File: config.mk
export PLATFORM = sky130hd
export DESIGN_NAME = bcd_digit_collector
export DESIGN_NICKNAME = d
export VERILOG_FILES = /design/src/rtl/bcd_digit_collector.sv
export SDC_FILE = /design/constraint.sdc
export NUM_CORES = 1
export LEC_CHECK = 0
export CELL_PAD_IN_SITES_DETAIL_PLACEMENT = 1
export CELL_PAD_IN_SITES_GLOBAL_PLACEMENT = 1
export CORE_MARGIN = 3
export CORE_UTILIZATION = 34
export CTS_CLUSTER_DIAMETER = 80
export CTS_CLUSTER_SIZE = 28
export DETAILED_ROUTE_END_ITERATION = 8
export GPL_ROUTABILITY_DRIVEN = 0
export GPL_TIMING_DRIVEN = 0
export HOLD_SLACK_MARGIN = 0.1
export PLACE_DENSITY_LB_ADDON = 0.08
export SYNTH_ARGS = -nofsm -noshare
export SYNTH_HDL_FRONTEND = slang
export SYNTH_SLANG_ARGS = --single-unit
File: constraint.sdc
create_clock -name clk -period 3 [get_ports clk]
set_clock_uncertainty 0.2 [all_clocks]
set_input_delay 0.9 -clock clk [delete_from_list [all_inputs] [get_ports clk]]
set_output_delay 0.9 -clock clk [all_outputs]
set_load 0.1 [all_outputs]
File: src/rtl/bcd_digit_collector.sv
// rtl/bcd_digit_collector.sv - debounced keypad digit collector (four BCD digits)
module bcd_digit_collector #(
  parameter int DEBOUNCE_CYCLES = 2
) (
  input  logic        clk,
  input  logic        reset,
  input  logic [3:0]  bcd,
  input  logic        valid_data,
  input  logic        enable,
  input  logic        clear,
  output logic [15:0] digits,
  output logic [2:0]  digit_count,
  output logic        entry_full,
  output logic        new_digit,
  output logic        rejected,
  output logic        time_ok
);

  typedef enum logic {IDLE, HELD} state_t;

  localparam logic [3:0] DB_LAST = 4'(DEBOUNCE_CYCLES - 1);

  state_t      state_q, state_d;
  logic [3:0]  cnt_q, cnt_d;
  logic [15:0] digits_q, digits_d;
  logic [2:0]  count_q, count_d;
  logic        new_q, new_d;
  logic        rej_q, rej_d;
  logic        full_q, full_d;
  logic        tok_q, tok_d;

  always_ff @(posedge clk) begin
    if (reset) begin
      state_q  <= IDLE;
      cnt_q    <= '0;
      digits_q <= '0;
      count_q  <= '0;
      new_q    <= 1'b0;
      rej_q    <= 1'b0;
      full_q   <= 1'b0;
      tok_q    <= 1'b0;
    end else begin
      state_q  <= state_d;
      cnt_q    <= cnt_d;
      digits_q <= digits_d;
      count_q  <= count_d;
      new_q    <= new_d;
      rej_q    <= rej_d;
      full_q   <= full_d;
      tok_q    <= tok_d;
    end
  end

  always_comb begin
    state_d  = state_q;
    cnt_d    = cnt_q;
    digits_d = digits_q;
    count_d  = count_q;
    new_d    = 1'b0;
    rej_d    = 1'b0;
    if (clear) begin
      // A key still held through clear must be released before it can count again.
      digits_d = '0;
      count_d  = '0;
      cnt_d    = '0;
      state_d  = valid_data ? HELD : IDLE;
    end else if (state_q == IDLE) begin
      if (!enable || !valid_data) begin
        cnt_d = '0;
      end else if (cnt_q >= DB_LAST) begin
        state_d = HELD;
        cnt_d   = '0;
        if (bcd <= 4'd9 && count_q < 3'd4) begin
          digits_d = {digits_q[11:0], bcd};
          count_d  = count_q + 3'd1;
          new_d    = 1'b1;
        end else begin
          rej_d = 1'b1;
        end
      end else begin
        cnt_d = cnt_q + 4'd1;
      end
    end else begin
      cnt_d = '0;
      if (!valid_data) state_d = IDLE;
    end
    full_d = (count_d == 3'd4);
    tok_d  = (count_d != 3'd0) && (digits_d[7:4] <= 4'd5);
  end

  assign digits      = digits_q;
  assign digit_count = count_q;
  assign entry_full  = full_q;
  assign new_digit   = new_q;
  assign rejected    = rej_q;
  assign time_ok     = tok_q;

endmodule

# Yosys cells after proc, flatten, opt, wreduce, memory -nomap -nowiden
# Index checks and enable logic that the tools add are counted.
# classes
n_addsub	2
magnitude_cmp	4
eq_ne	1
muxes	17
n_bitwise	3
n_reduce_logical	10
# ops
op	n
$mux W8	5
$mux W3	5
$reduce_or A5 Y1	2
$mux W1	7
$add A4 B1 Y4 const B	1
$ge A4 B1 Y1 const B	1
$le A4 B3 Y1 const B	1
$le A4 B4 Y1 const B	1
$reduce_and A4 Y1	1
$add A3 B1 Y3 const B	1
$eq A3 B3 Y1 const B	1
$lt A3 B3 Y1 const B	1
$not A1 Y1	3
$reduce_bool A3 Y1	1
$logic_and A1 B1 Y1	2
$logic_not A1 Y1	2
$reduce_or A2 Y1	1
$logic_or A1 B1 Y1	1
# totals
register_bits	28
input_bits	9
out_inout_bits	23
wordCells	46

# Logic depth before layout (Yosys ltp)
# Gate-level depths: netlist of run 1.
# logic_depth
depth_word	9
mapped_depth	8
depth_no_buf	6

# Worst setup path after synthesis of run 1
# No wires, ideal clock.
# synth_path
kind	flip-flop to flip-flop
startpoint	reg count_q[0] (netlist: digit_count[0])
endpoint	reg tok_q (netlist: time_ok)
setup_time_ns	0.103
t_arrival_ns	2.031
t_required_ns	2.697
slack_ns	0.666
path_stages_with_launch	5
path_buffers	0
period_less_slack_ns	2.334
cell_sequence	dfxtp_1 ha_1 a41oi_1 or2_2 a2111oi_2
# synth_between
elab_chain_cells	9
word_cells_on_any_way	16
cone_classes	add/sub: 1; order compare: 2; mux: 10; reduce/logical: 3
# synth_lines
element	line_no	rtl
start, declared	26	logic [2:0] count_q, count_d;
start signal, assigned	46	count_q <= count_d;
$lt A3 B3 Y1	73	if (bcd <= 4'd9 && count_q < 3'd4) begin
$logic_and A1 B1 Y1	73	
$mux W8 / $mux W3 (equally long branches)	73	
$mux W8 / $mux W3 (equally long branches)	70	end else if (cnt_q >= DB_LAST) begin
$mux W8 / $mux W3 (equally long branches)	68	if (!enable || !valid_data) begin
$mux W8 / $mux W3 (equally long branches)	67	end else if (state_q == IDLE) begin
$mux W8 / $mux W3 (equally long branches)	61	if (clear) begin
$le A4 B3 Y1 / $reduce_bool A3 Y1 (equally long branches)	88	tok_d = (count_d != 3'd0) && (digits_d[7:4] <= 4'd5);
$logic_and A1 B1 Y1 (*)	88	
end signal, assigned	50	tok_q <= tok_d;
end, declared	30	logic tok_q, tok_d;
# Mark *: on every way between the ends. The rest lies on a longest branch, timed or not.
# A chain may end at the register's enable or synchronous reset.

# Worst setup path after layout of run 1
# layout_path
startpoint	reg digits_q[12] (netlist: digits[12])
endpoint	out digits[12]
# layout_lines
element	line_no	rtl
start, declared	25	logic [15:0] digits_q, digits_d;
start signal, assigned	45	digits_q <= digits_d;
end, declared	11	output logic [15:0] digits,
# No word-level cell between the ends.

==> flow_summary.yaml, run 1 <==
synthesis:
  synthFlopType: "dfxtp_1"
  synth_top_area_share: 0.511
  syn_nets: 118
  synth_area_per_cell_sq_um: 10.4
  synth_cell_types: 26
  netlist_area_sq_um: 1100
  syn_inst: 105
  ys_warn_count: 0
  synth_area_leader_cell: "dfxtp_1"
  ys_async_sr_fraction: 0
  ys_ff_latch: 28
  synth_common_cells: "dfxtp_1, nor2_1, mux2i_1, ha_1"
  synth_edf_count: 0
  synth_area_leaders: "dfxtp_1, mux2i_1, nor2_1"
  yosysMostFrequentCell: "dfxtp_1"
  ys_seq_area_frac: 0.511
place:
  port-buffer-count: 31
  dpl.hpwl_mm: 1.81
  dpl.cell_count: 178
detailed_routing:
  dr_wl_met2_mm: 1.17
  routed.top_layer: "met4"
  vias_per_cell: 4.77
  vias: 869
  drc: 0
  detail-route-antenna-nets: 0
  initialDrtViolationCount: 15
  wl_mm: 2.42
  routedWlPerCell_um: 13.3
  wl_met3_um: 97
  drt_pass1_iterations: 3
  met1_length_mm: 1.12
pwr:
  p_per_area_nw_per_um2: 447
  vdd_drop_max_mv: 0.218
  p_sw_w: 0.000146
  swShare: 0.215
  comb_power_share: 0.077
  p_clk_frac: 0.368
  p_leak_nw: 0.689
  intPower_w: 0.000533
  seqPwrFrac: 0.555
clock_tree:
  clk_pin_slew_worst_paths_ns: 0.15
  htree_levels: 1
  clockRootBuffer: "clkbuf_4"
  cts_inserted_buffers: 3
  cts_buffer_depth: 2
  insertion_delay_ns: 0.34
  post_cts_buffers: 0
  numClockSinks: 28
  cts_hold_buffers: 0
  cts_tree: "built"
worst_setup_path:
  crit_family: "buffers and inverters"
  path_class: "flop to primary output"
  cp_data_arrival_time_ns: 1.83
  slowest_delay_ns: 1.13
  critPathBufInv: 1
  endpoint_kind: "primary output"
  cp_max_fo: 2
  required_ns: 1.90
  crit_chain: "clkdlybuf4s50_1"
  cp_slowest_cell: "clkdlybuf4s50_1"
  cp-start-kind: "flop"
floorplan:
  ios: 32
  core_sq_um: 2900
  die-width_um: 62.8
  die_area_sq_um: 3940
  num_rows: 19
  initial_core_util: 0.378
  die_h_um: 62.8
final_layout:
  antenna_cells: 0
  fin_nets: 154
  area_growth_pct: 38.5
  finalNonFillerCells: 182
  fin_util: 0.523
  drive_gt1_frac: 0.0857
global_route:
  grt_pass1_wl_mm: 4.14
  first_global_vias: 900
  grt-ovfl-total: 0
  grt_usage: 0.131
  grt_max_degree: 17
  antenna_found_initial: 0
sta:
  drv_slew: 0
  period_minus_slack_ns: 2.93
  rsz0062_at_grt: "false"
  final-setup-viol-count: 0
  finalCritPeriodShare: 0.977
  final_hold_viol_count: 0
  hold_ws_ns: 0.294
  fmax_mhz: 341
  fin_setup_tns_ns: 0
  max_slew_margin: 0.343
  worst_pin_slew_ns: 0.984
status:
  status: "finished clean"
min_path:
  hold_path.class: "flop to flop"
job:
  maxCapViolCount: 0
final timing paths:
check	slack, ns	startpoint	cells past startpoint	to
max reg2reg	0.73	cnt_q[1]$_SDFF_PP0_	8	time_ok$_SDFF_PP0_
max	0.07	digits[12]$_SDFFE_PP0P_	1	digits[12]
min reg2reg	0.29	cnt_q[0]$_SDFF_PP0_	1	cnt_q[0]$_SDFF_PP0_
min	0.29	cnt_q[0]$_SDFF_PP0_	1	cnt_q[0]$_SDFF_PP0_
cells by family after synthesis:
logic type      synth area share
flops                      0.511
xor+xnor                  0.0160
other cells              0.00342
compound gates            0.0616
simple gates               0.175
fa+ha+maj                 0.0457
buf+inv                   0.0320
mux                        0.155
layer usage:
layer / GRT usage / vias up
met1: 0.156 / 420
met2: 0.225 / 22
met3: 0.0198 / 4
met4: 0.0661 / 0
li1: - / 423
met5: 0 / -
power by group through the flow:
stage | clock (W) | sequential (W) | combinational, W
floorplan | 0 | 0.000394 | 0.0000228
global placement | 0 | 0.000385 | 0.0000520
detailed placement | 0 | 0.000385 | 0.0000528
CTS | 0.000258 | 0.000377 | 0.0000526
global route | 0.000271 | 0.000378 | 0.0000567
finish | 0.000250 | 0.000377 | 0.0000521
registers in the layout, indices dropped and copies added (netlist names):
signal	flops
new_digit	1
state_q	1
entry_full	1
time_ok	1
rejected	1
cnt_q	4
digit_count	3
digits	16
through the flow:
step                cell area, sq um  worst slack [ns]  power [W]
floorplan                       1100             0.666   0.000417
global placement                1460            0.0874   0.000437
detailed placement              1460            0.0223   0.000438
CTS                             1500           0.00960   0.000688
global route                    1520           0.00962   0.000705
finish                          1520            0.0683   0.000678
area by class of cell:
type	instances	area, sq um
flip-flops and latches	28	561
well taps	42	52.6
repair buffers	31	317
multi-input cells	69	500
clock inverters	1	30.0
clock buffers	3	22.5
inverters	3	11.3
fillers	349	1380
plain buffers	5	23.8
cell usage in the layout (no fill, tap or decap), types with 2 or more instances in the layout:
cell             Yosys  final
dfxtp_1             28     28
nor2_1              22     22
mux2i_1             17     17
clkdlybuf4s50_1      0     15
dlygate4sd2_1        0      9
dlymetal6s2s_1       0      7
ha_1                 4      4
inv_1                3      3
clkbuf_1             3      3
nor3b_1              3      3
clkbuf_4             0      3
or2_2                2      2
nor2b_1              2      2
nor3_1               2      2
a41oi_1              2      2
a21oi_1              2      2
xnor2_1              2      2
what timing repair did:
action	in CTS	in global routing
endpoints found under the setup margin	9	7
pin swaps	0	0
resized for setup	9	7
Note: power is estimated with default switching activity, not from simulation.
==> inputs of run 2 (changes only) <==
--- a/config.mk
+++ b/config.mk
@@ -16,6 +16,7 @@
 export GPL_TIMING_DRIVEN = 0
 export HOLD_SLACK_MARGIN = 0.1
 export PLACE_DENSITY_LB_ADDON = 0.08
+export SLEW_MARGIN = 30
 export SYNTH_ARGS = -nofsm -noshare
 export SYNTH_HDL_FRONTEND = slang
 export SYNTH_SLANG_ARGS = --single-unit
==> results of run 2 <==
Final layout, timing and power as in run 1 (identical DEF).
==> inputs of run 3 (changes only) <==
--- a/config.mk
+++ b/config.mk
@@ -5,6 +5,7 @@
 export SDC_FILE = /design/constraint.sdc
 export NUM_CORES = 1
 export LEC_CHECK = 0
+export ABC_AREA = 1
 export CELL_PAD_IN_SITES_DETAIL_PLACEMENT = 1
 export CELL_PAD_IN_SITES_GLOBAL_PLACEMENT = 1
 export CORE_MARGIN = 3
==> flow_summary.yaml, run 3 <==
status:
  status: "finished clean"
floorplan:
  die-width_um: 65.3
  initial_core_util: 0.373
  ios: 32
  num_rows: 20
  die_area_sq_um: 4260
  die_h_um: 65.3
  core_sq_um: 3200
global_route:
  grt_max_degree: 16
  first_global_vias: 1141
  grt_pass1_wl_mm: 5.15
  antenna_found_initial: 0
  grt-ovfl-total: 0
  grt_usage: 0.157
detailed_routing:
  initialDrtViolationCount: 21
  detail-route-antenna-nets: 0
  drt_pass1_iterations: 4
  wl_mm: 2.97
  vias_per_cell: 4.76
  vias: 1076
  routedWlPerCell_um: 13.1
  drc: 0
worst_setup_path:
  slowest_delay_ns: 1.14
  required_ns: 1.90
  path_class: "flop to primary output"
  crit_family: "buffers and inverters"
  cp_max_fo: 2
  endpoint_kind: "primary output"
  critPathBufInv: 1
  cp-start-kind: "flop"
  cp_slowest_cell: "clkdlybuf4s50_1"
  cp_data_arrival_time_ns: 1.84
  crit_chain: "clkdlybuf4s50_1"
final_layout:
  area_growth_pct: 33.7
  antenna_cells: 0
  largest_reg_flops: 16
  final_common_cell: "nor2_1"
  layout_common_cells: "nor2_1, dfxtp_1, inv_1, clkdlybuf4s50_1, nand2_1"
  final_cell_area_sq_um: 1600
  fin_nets: 196
  drive_gt1_frac: 0.143
synthesis:
  ys_seq_area_frac: 0.469
  synthAdderAreaFrac: 0.0419
  ys_ff_latch: 28
  synth_cell_types: 23
  ys_warn_count: 0
  netlist_area_sq_um: 1190
  synth_top_area_share: 0.469
  synth_area_per_cell_sq_um: 8.07
  yosysMostFrequentCell: "nor2_1"
  synth_compound_area_frac: 0.111
  ys_async_sr_fraction: 0
  syn_inst: 148
  syn_nets: 161
  synthFlopType: "dfxtp_1"
  synth_area_leaders: "dfxtp_1, nor2_1, inv_1"
  synth_common_cells: "nor2_1, dfxtp_1, inv_1, nand2_1, o21ai_1"
  synth.area.mux_share: 0
  synth_top_family_by_area: "simple AND/OR/NAND/NOR gates"
  synth_edf_count: 0
  synth_simple_gate_area_share: 0.295
  synth_xor_area_frac: 0.00733
  synth_area_leader_cell: "dfxtp_1"
clock_tree:
  htree_levels: 1
  insertion_delay_ns: 0.33
  clk_pin_slew_worst_paths_ns: 0.15
  clockRootBuffer: "clkbuf_4"
  cts_inserted_buffers: 3
  numClockSinks: 28
  cts_buffer_depth: 2
  cts_tree: "built"
  post_cts_buffers: 0
min_path:
  hold_path.class: "flop to flop"
pwr:
  p_leak_nw: 0.837
  vdd_drop_max_mv: 0.237
  p_per_area_nw_per_um2: 421
sta:
  drv_slew: 0
  period_minus_slack_ns: 2.94
  final-setup-viol-count: 0
  final_hold_viol_count: 0
  worst_pin_slew_ns: 1.01
  fin_setup_tns_ns: 0
  rsz0062_at_grt: "false"
  fmax_mhz: 340
  max_slew_margin: 0.325
  finalCritPeriodShare: 0.979
place:
  dpl_cell_area_sq_um: 1550
  dpl.hpwl_mm: 2.42
  port-buffer-count: 30
job:
  maxCapViolCount: 0
[run 3: cell types whose count changed after synthesis, sizes merged, moves of 4 or more]
cell,before,now
nor2,22,43
mux2i,17,0
nand2,1,16
o21ai,1,16
inv,3,16
nand3,0,8
a21oi,2,6
[run 3: area by class of cell]
cell class / instances / area (sq um)
fillers: 417 / 1610
flip-flops and latches: 28 / 561
multi-input cells: 100 / 548
repair buffers: 30 / 312
inverters: 16 / 60.1
well taps: 44 / 55.1
clock buffers: 4 / 36.3
plain buffers: 4 / 26.3
[run 3: routing by layer]
metal | up-vias | part of all wire | track usage
li1 | 536 | - | -
met1 | 516 | 0.45 | 0.175
met2 | 20 | 0.50 | 0.292
met3 | 4 | 0.036 | 0.0256
met4 | 0 | 0.012 | 0.0622
met5 | - | 0 | 0
[run 3: cells by family after synthesis]
kind of cell,count (synthesis)
and+or+nand+nor,71
DFF,28
AOI/OAI and AO/OA,23
buffers and inverters,20
adders and majority gates,4
xor gates and xnor gates,1
other,1
[run 3: repair_timing]
item / CTS / global route
setup endpoints to repair: 7 / 8
hold buffers: 0 / 0
gates resized for setup: 7 / 8
[run 3: worst paths after layout]
check / startpoint / endpoint / slack (ns) / depth (start not counted)
worst max-delay path: digits[14]$_SDFFE_PP0P_ / digits[14] / 0.06 / 1
worst min-delay path: digits[0]$_SDFFE_PP0P_ / digits[0]$_SDFFE_PP0P_ / 0.29 / 2
worst max register to register: cnt_q[1]$_SDFF_PP0_ / time_ok$_SDFF_PP0_ / 1.22 / 10
worst min register to register: digits[0]$_SDFFE_PP0P_ / digits[0]$_SDFFE_PP0P_ / 0.29 / 2
[run 3: power by group]
group / internal [W] / total [W] / switching, W
registers: 0.000379 / 0.000383 / 0.00000460
clock network: 0.0000744 / 0.000185 / 0.000110
logic: 0.0000303 / 0.000105 / 0.0000750
[run 3: stage by stage]
stage	hold slack, ns	cells	power (W)	setup slack [ns]	util
after floorplan	0.233	148	0.000466	0.916	-
after detailed placement	0.268	222	0.000499	0.300	0.484
final	0.288	226	0.000673	0.0626	0.499
after global routing	0.327	226	0.000710	0.0122	0.499
after CTS	0.288	226	0.000686	0.0163	0.493
after global placement	0.247	222	0.000496	0.311	0.484
==> RTL change 1, RTL diff (flow settings as in run 2) <==
Reset style: asynchronous (`reset`), changed in one clocked block.
--- a/src/rtl/bcd_digit_collector.sv
+++ b/src/rtl/bcd_digit_collector.sv
@@ -30,5 +30,5 @@
   logic        tok_q, tok_d;
 
-  always_ff @(posedge clk) begin
+  always_ff @(posedge clk or posedge reset) begin
     if (reset) begin
       state_q  <= IDLE;
Formal check against the unedited RTL: differs if reset is asserted again (counterexample within 4 cycles, from zero or initial values and one cycle with reset high); with reset held inactive, the same outputs for 10 cycles.
==> RTL change 1 against run 2 <==
- synthesized area increased by 11%
- routed wire length increased by 13%
- final area increased by 7.2%
- combinational power increased by 41%
- synthesized cell count decreased by 1.9%
- worst setup slack improved by 0.010 ns
- worst hold slack improved by 0.042 ns
- sequential power increased by 2%
- sequential cell count unchanged
- power decreased by 5.1%
- register-to-register slack got worse by 0.05 ns
- critical endpoint is now entry_full
- largest cell class unchanged
- highest routed layer unchanged
==> RTL change 1: results (changes against run 2) <==
status=finished clean; Post-CTS Resized=9 (unchanged); DP Worst Slack=-0.246 ns (-0.268 ns); max_slew headroom=0.346 (+0.00287); dpl cell area=1580 sq um (+8.1%); Async S/R FF share, synth=1.00 (+1.00); clock root buffer=clkbuf_4; Mapped Nets=116 (-1.7%); Initial DRT Pass Iterations=2 (-1); cell family with most CP delay=buffers and inverters; Synth area leaders=dfrtp_1 (57%), mux2i_1 (14%), nor2_1 (5.9%), ha_1 (4.1%), and2_1 (1.5%); largest net degree at the start of global routing=29 (+12); max FFs per register=16 (unchanged); Post-CTS Setup Bufs=0 (unchanged); Fill cells=370 (+6.0%); Hold Crit Class=flop to flop; yosys warns=0 (unchanged); internal power=0.000480 W (-9.8%); Num CTS Buffers=3 (unchanged); share of cells above drive strength 1=0.0730 (-0.0127); post-synthesis sequential area ratio=0.575 (+0.0635); Peak VDD IR=0.000188 V (-14%); ant diodes=0 (unchanged); HPWL after DPL=2.01 mm (+11%); Crit path arrival time=1.82 ns; first-pass GRT wire length=4.82 mm (+16%); vias in the first global route=1025 (+14%); Clock Path Buffers=2 (unchanged); Worst Path Max Fanout=1 (-1); clk_lat worst skew=0.33 ns; CP max stage cell=clkdlybuf4s50_1; gr usage total=0.145 (+0.0146); initial antenna violation count=0 (unchanged); Port Buffer Count=30 (-3.2%); most instantiated cells after synthesis=dfrtp_1 (28), nor2_1 (19), mux2i_1 (17); Cell variety after synth=26 (unchanged); register clock-pin slew on the reported worst setup and hold paths=0.15 ns (about the same); Post-layout nets=151 (-1.9%); leakage=0.926 nW (+34%); wire length per cell=15.0 um (+12%); crit-path max cell delay=1.13 ns (about the same); via count=889 (+2.3%); H-Tree Depth=1 (unchanged); Iteration-0 DRC Markers=22 (+7)
[RTL change 1: cell count changes in the layout (fill, tap and decap cells not counted), moves of 2 or more]
| cell | run 2 | this run |
|---|---|---|
| dfrtp_1 | 0 | 28 |
| dfxtp_1 | 28 | 0 |
| clkdlybuf4s50_1 | 15 | 11 |
| dlymetal6s2s_1 | 7 | 10 |
| nand2_1 | 1 | 4 |
| nor2_1 | 22 | 19 |
| and2_1 | 1 | 3 |
| nor3b_1 | 3 | 1 |
| or2_2 | 2 | 0 |
[RTL change 1: layout make-up]
type,count,area [sq um],area share
sequential,28,701,0.431
multi-input combinational,66,482,0.296
timing repair buffer,30,314,0.193
tap,46,57.6,0.0354
clock buffer,4,36.3,0.0223
buffer,6,25.0,0.0154
inverter,3,11.3,0.00692
[RTL change 1: logic make-up (layout without fill, tap and decap cells)]
logic type	after synthesis	count (layout)	share of synthesized area
AOI/OAI and AO/OA	8	8	0.0606
xor gates and xnor gates	1	1	0.00719
adders and majority gates	4	4	0.0411
buffers and inverters	9	43	0.0298
DFF	28	28	0.575
muxes	17	17	0.140
other	1	1	0.00308
and+or+nand+nor	35	35	0.144
[RTL change 1: tightest hold or removal path, stage by stage (launching register included)]
cell	delay (ns)
dfrtp_1	0.37
mux2i_1	0.06
nor2_1	0.08
[RTL change 1: through the flow]
stage	TNS [ns]	cells	hold WS (ns)
after floorplan	0	103	0.311
after global placement	-1.65	179	0.301
after detailed placement	-2.95	179	0.315
after CTS	0	183	0.349
after global routing	0	183	0.394
final	0	183	0.336
[RTL change 1: power by group through the flow]
stage               logic (W)  clock network (W)  registers [W]
CTS                 0.0000746           0.000196       0.000386
floorplan           0.0000303                  0       0.000412
detailed placement  0.0000754                  0       0.000393
finish              0.0000737           0.000184       0.000386
global route        0.0000792           0.000216       0.000387
global placement    0.0000737                  0       0.000393
[RTL change 1: final timing paths]
check | cells past startpoint | to | slack (ns) | startpoint
max reg2reg | 7 | digits[1] | 0.68 | cnt_q[0]
max | 1 | entry_full | 0.08 | entry_full
min in group asynchronous | 2 | new_digit | 0.74 | reset
min reg2reg | 2 | digits[15] | 0.34 | digits[15]
max in group asynchronous | 2 | digits[3] | 1.47 | reset
min | 2 | digits[15] | 0.34 | digits[15]
[RTL change 1: metal layers]
metal	share of wire	GRT usage
met5	0	0
met4	0.014	0.0544
met3	0.040	0.0255
met2	0.49	0.252
met1	0.46	0.178
==> RTL change 2, RTL diff (settings of run 2) <==
Without the edit above. Put one more register stage on the output `digit_count`. The value now appears one clock later. The other outputs are not delayed to match.
--- a/src/rtl/bcd_digit_collector.sv
+++ b/src/rtl/bcd_digit_collector.sv
@@ -90,5 +90,7 @@
 
   assign digits      = digits_q;
-  assign digit_count = count_q;
+  always_ff @(posedge clk) begin
+    digit_count <= count_q;
+  end
   assign entry_full  = full_q;
   assign new_digit   = new_q;
Function: changed (Yosys sat finds a counterexample within 4 cycles, from zero or initial values and one cycle with reset high).
==> RTL change 2 against run 2 <==
- die area grew 4.5%
- critical path depth is the same
- synthesized cell count grew 2.9%
- fmax shrank 0.37%
- core utilization shrank 1.8 points
- global-route usage grew 1.7 points
- worst setup slack lost 0.011 ns
- routed wire length grew 8.9%
- sequential cell count grew 3
- synthesized area grew 5.0%
- final area grew 5.0%
- power grew 9.6%
==> RTL change 2: results (changes against run 2) <==
status=finished clean; crit-path max cell delay=1.15 ns (+0.02 ns); met2 usage=0.246 (+0.0214); DRT Wirelength=2.64 mm (+8.9%); clk sinks=31 (+11%); routing usage on met1=0.167 (+0.0106); largest net degree at the start of global routing=11 (-6); Initial DRT Pass Iterations=4 (+1); Worst Path Max Fanout=3 (+1); Sequential Area=621 sq um (+11%); Synth area leaders=dfxtp_1 (54%), mux2i_1 (15%), nor2_1 (7.2%), ha_1 (4.3%), nor3b_1 (2.0%); DP Worst Slack=0.000240 ns (-0.0221 ns); Num CTS Buffers=5 (+2); hold slack=0.202 ns (-0.0918 ns); Iteration-0 DRC Markers=19 (+4); hold worst-path end=digit_count[1]; Comb power=0.0000530 W (+2%); Worst Hold Depth=0 (-1); Cells after Synth=108 (+2.9%); Comb power frac=0.071 (-0.006); clk cell area share=0.0432 (+0.00855); reg-to-reg setup timing slack=0.67 ns (-0.06 ns); Tapcell Cnt=44 (+4.8%); R2R cell count=7 (-1); Area growth syn-to-layout=38.5% (about the same); met3 Use GR=0.0633 (+0.0435); Non-Filler Instances=191 (+4.9%); Post-CTS Resized=5 (-4); dpl cell area=1520 sq um (+3.9%)
==> RTL change 2: cell count changes after synthesis <==
cell,run 2,this run
dfxtp_1,28,31
o31ai_2,1,0
o31ai_1,0,1
==> RTL change 2: kinds of logic (layout without fill, tap and decap cells) <==
group           after synthesis  in the layout  synth area share
compound gates                8              8            0.0543
xor+xnor                      2              2            0.0152
fa+ha+maj                     4              4            0.0435
buf+inv                       8             47            0.0304
flops                        31             31             0.539
mux                          17             17             0.148
other cells                   1              1           0.00326
simple gates                 37             37             0.166
==> RTL change 2: layer usage <==
| layer | part of all wire | wire, um | vias up |
|---|---|---|---|
| li1 | - | - | 438 |
| met1 | 0.44 | 1160 | 429 |
| met2 | 0.49 | 1280 | 23 |
| met3 | 0.055 | 146 | 5 |
| met4 | 0.018 | 48 | 0 |
| met5 | 0 | 0 | - |
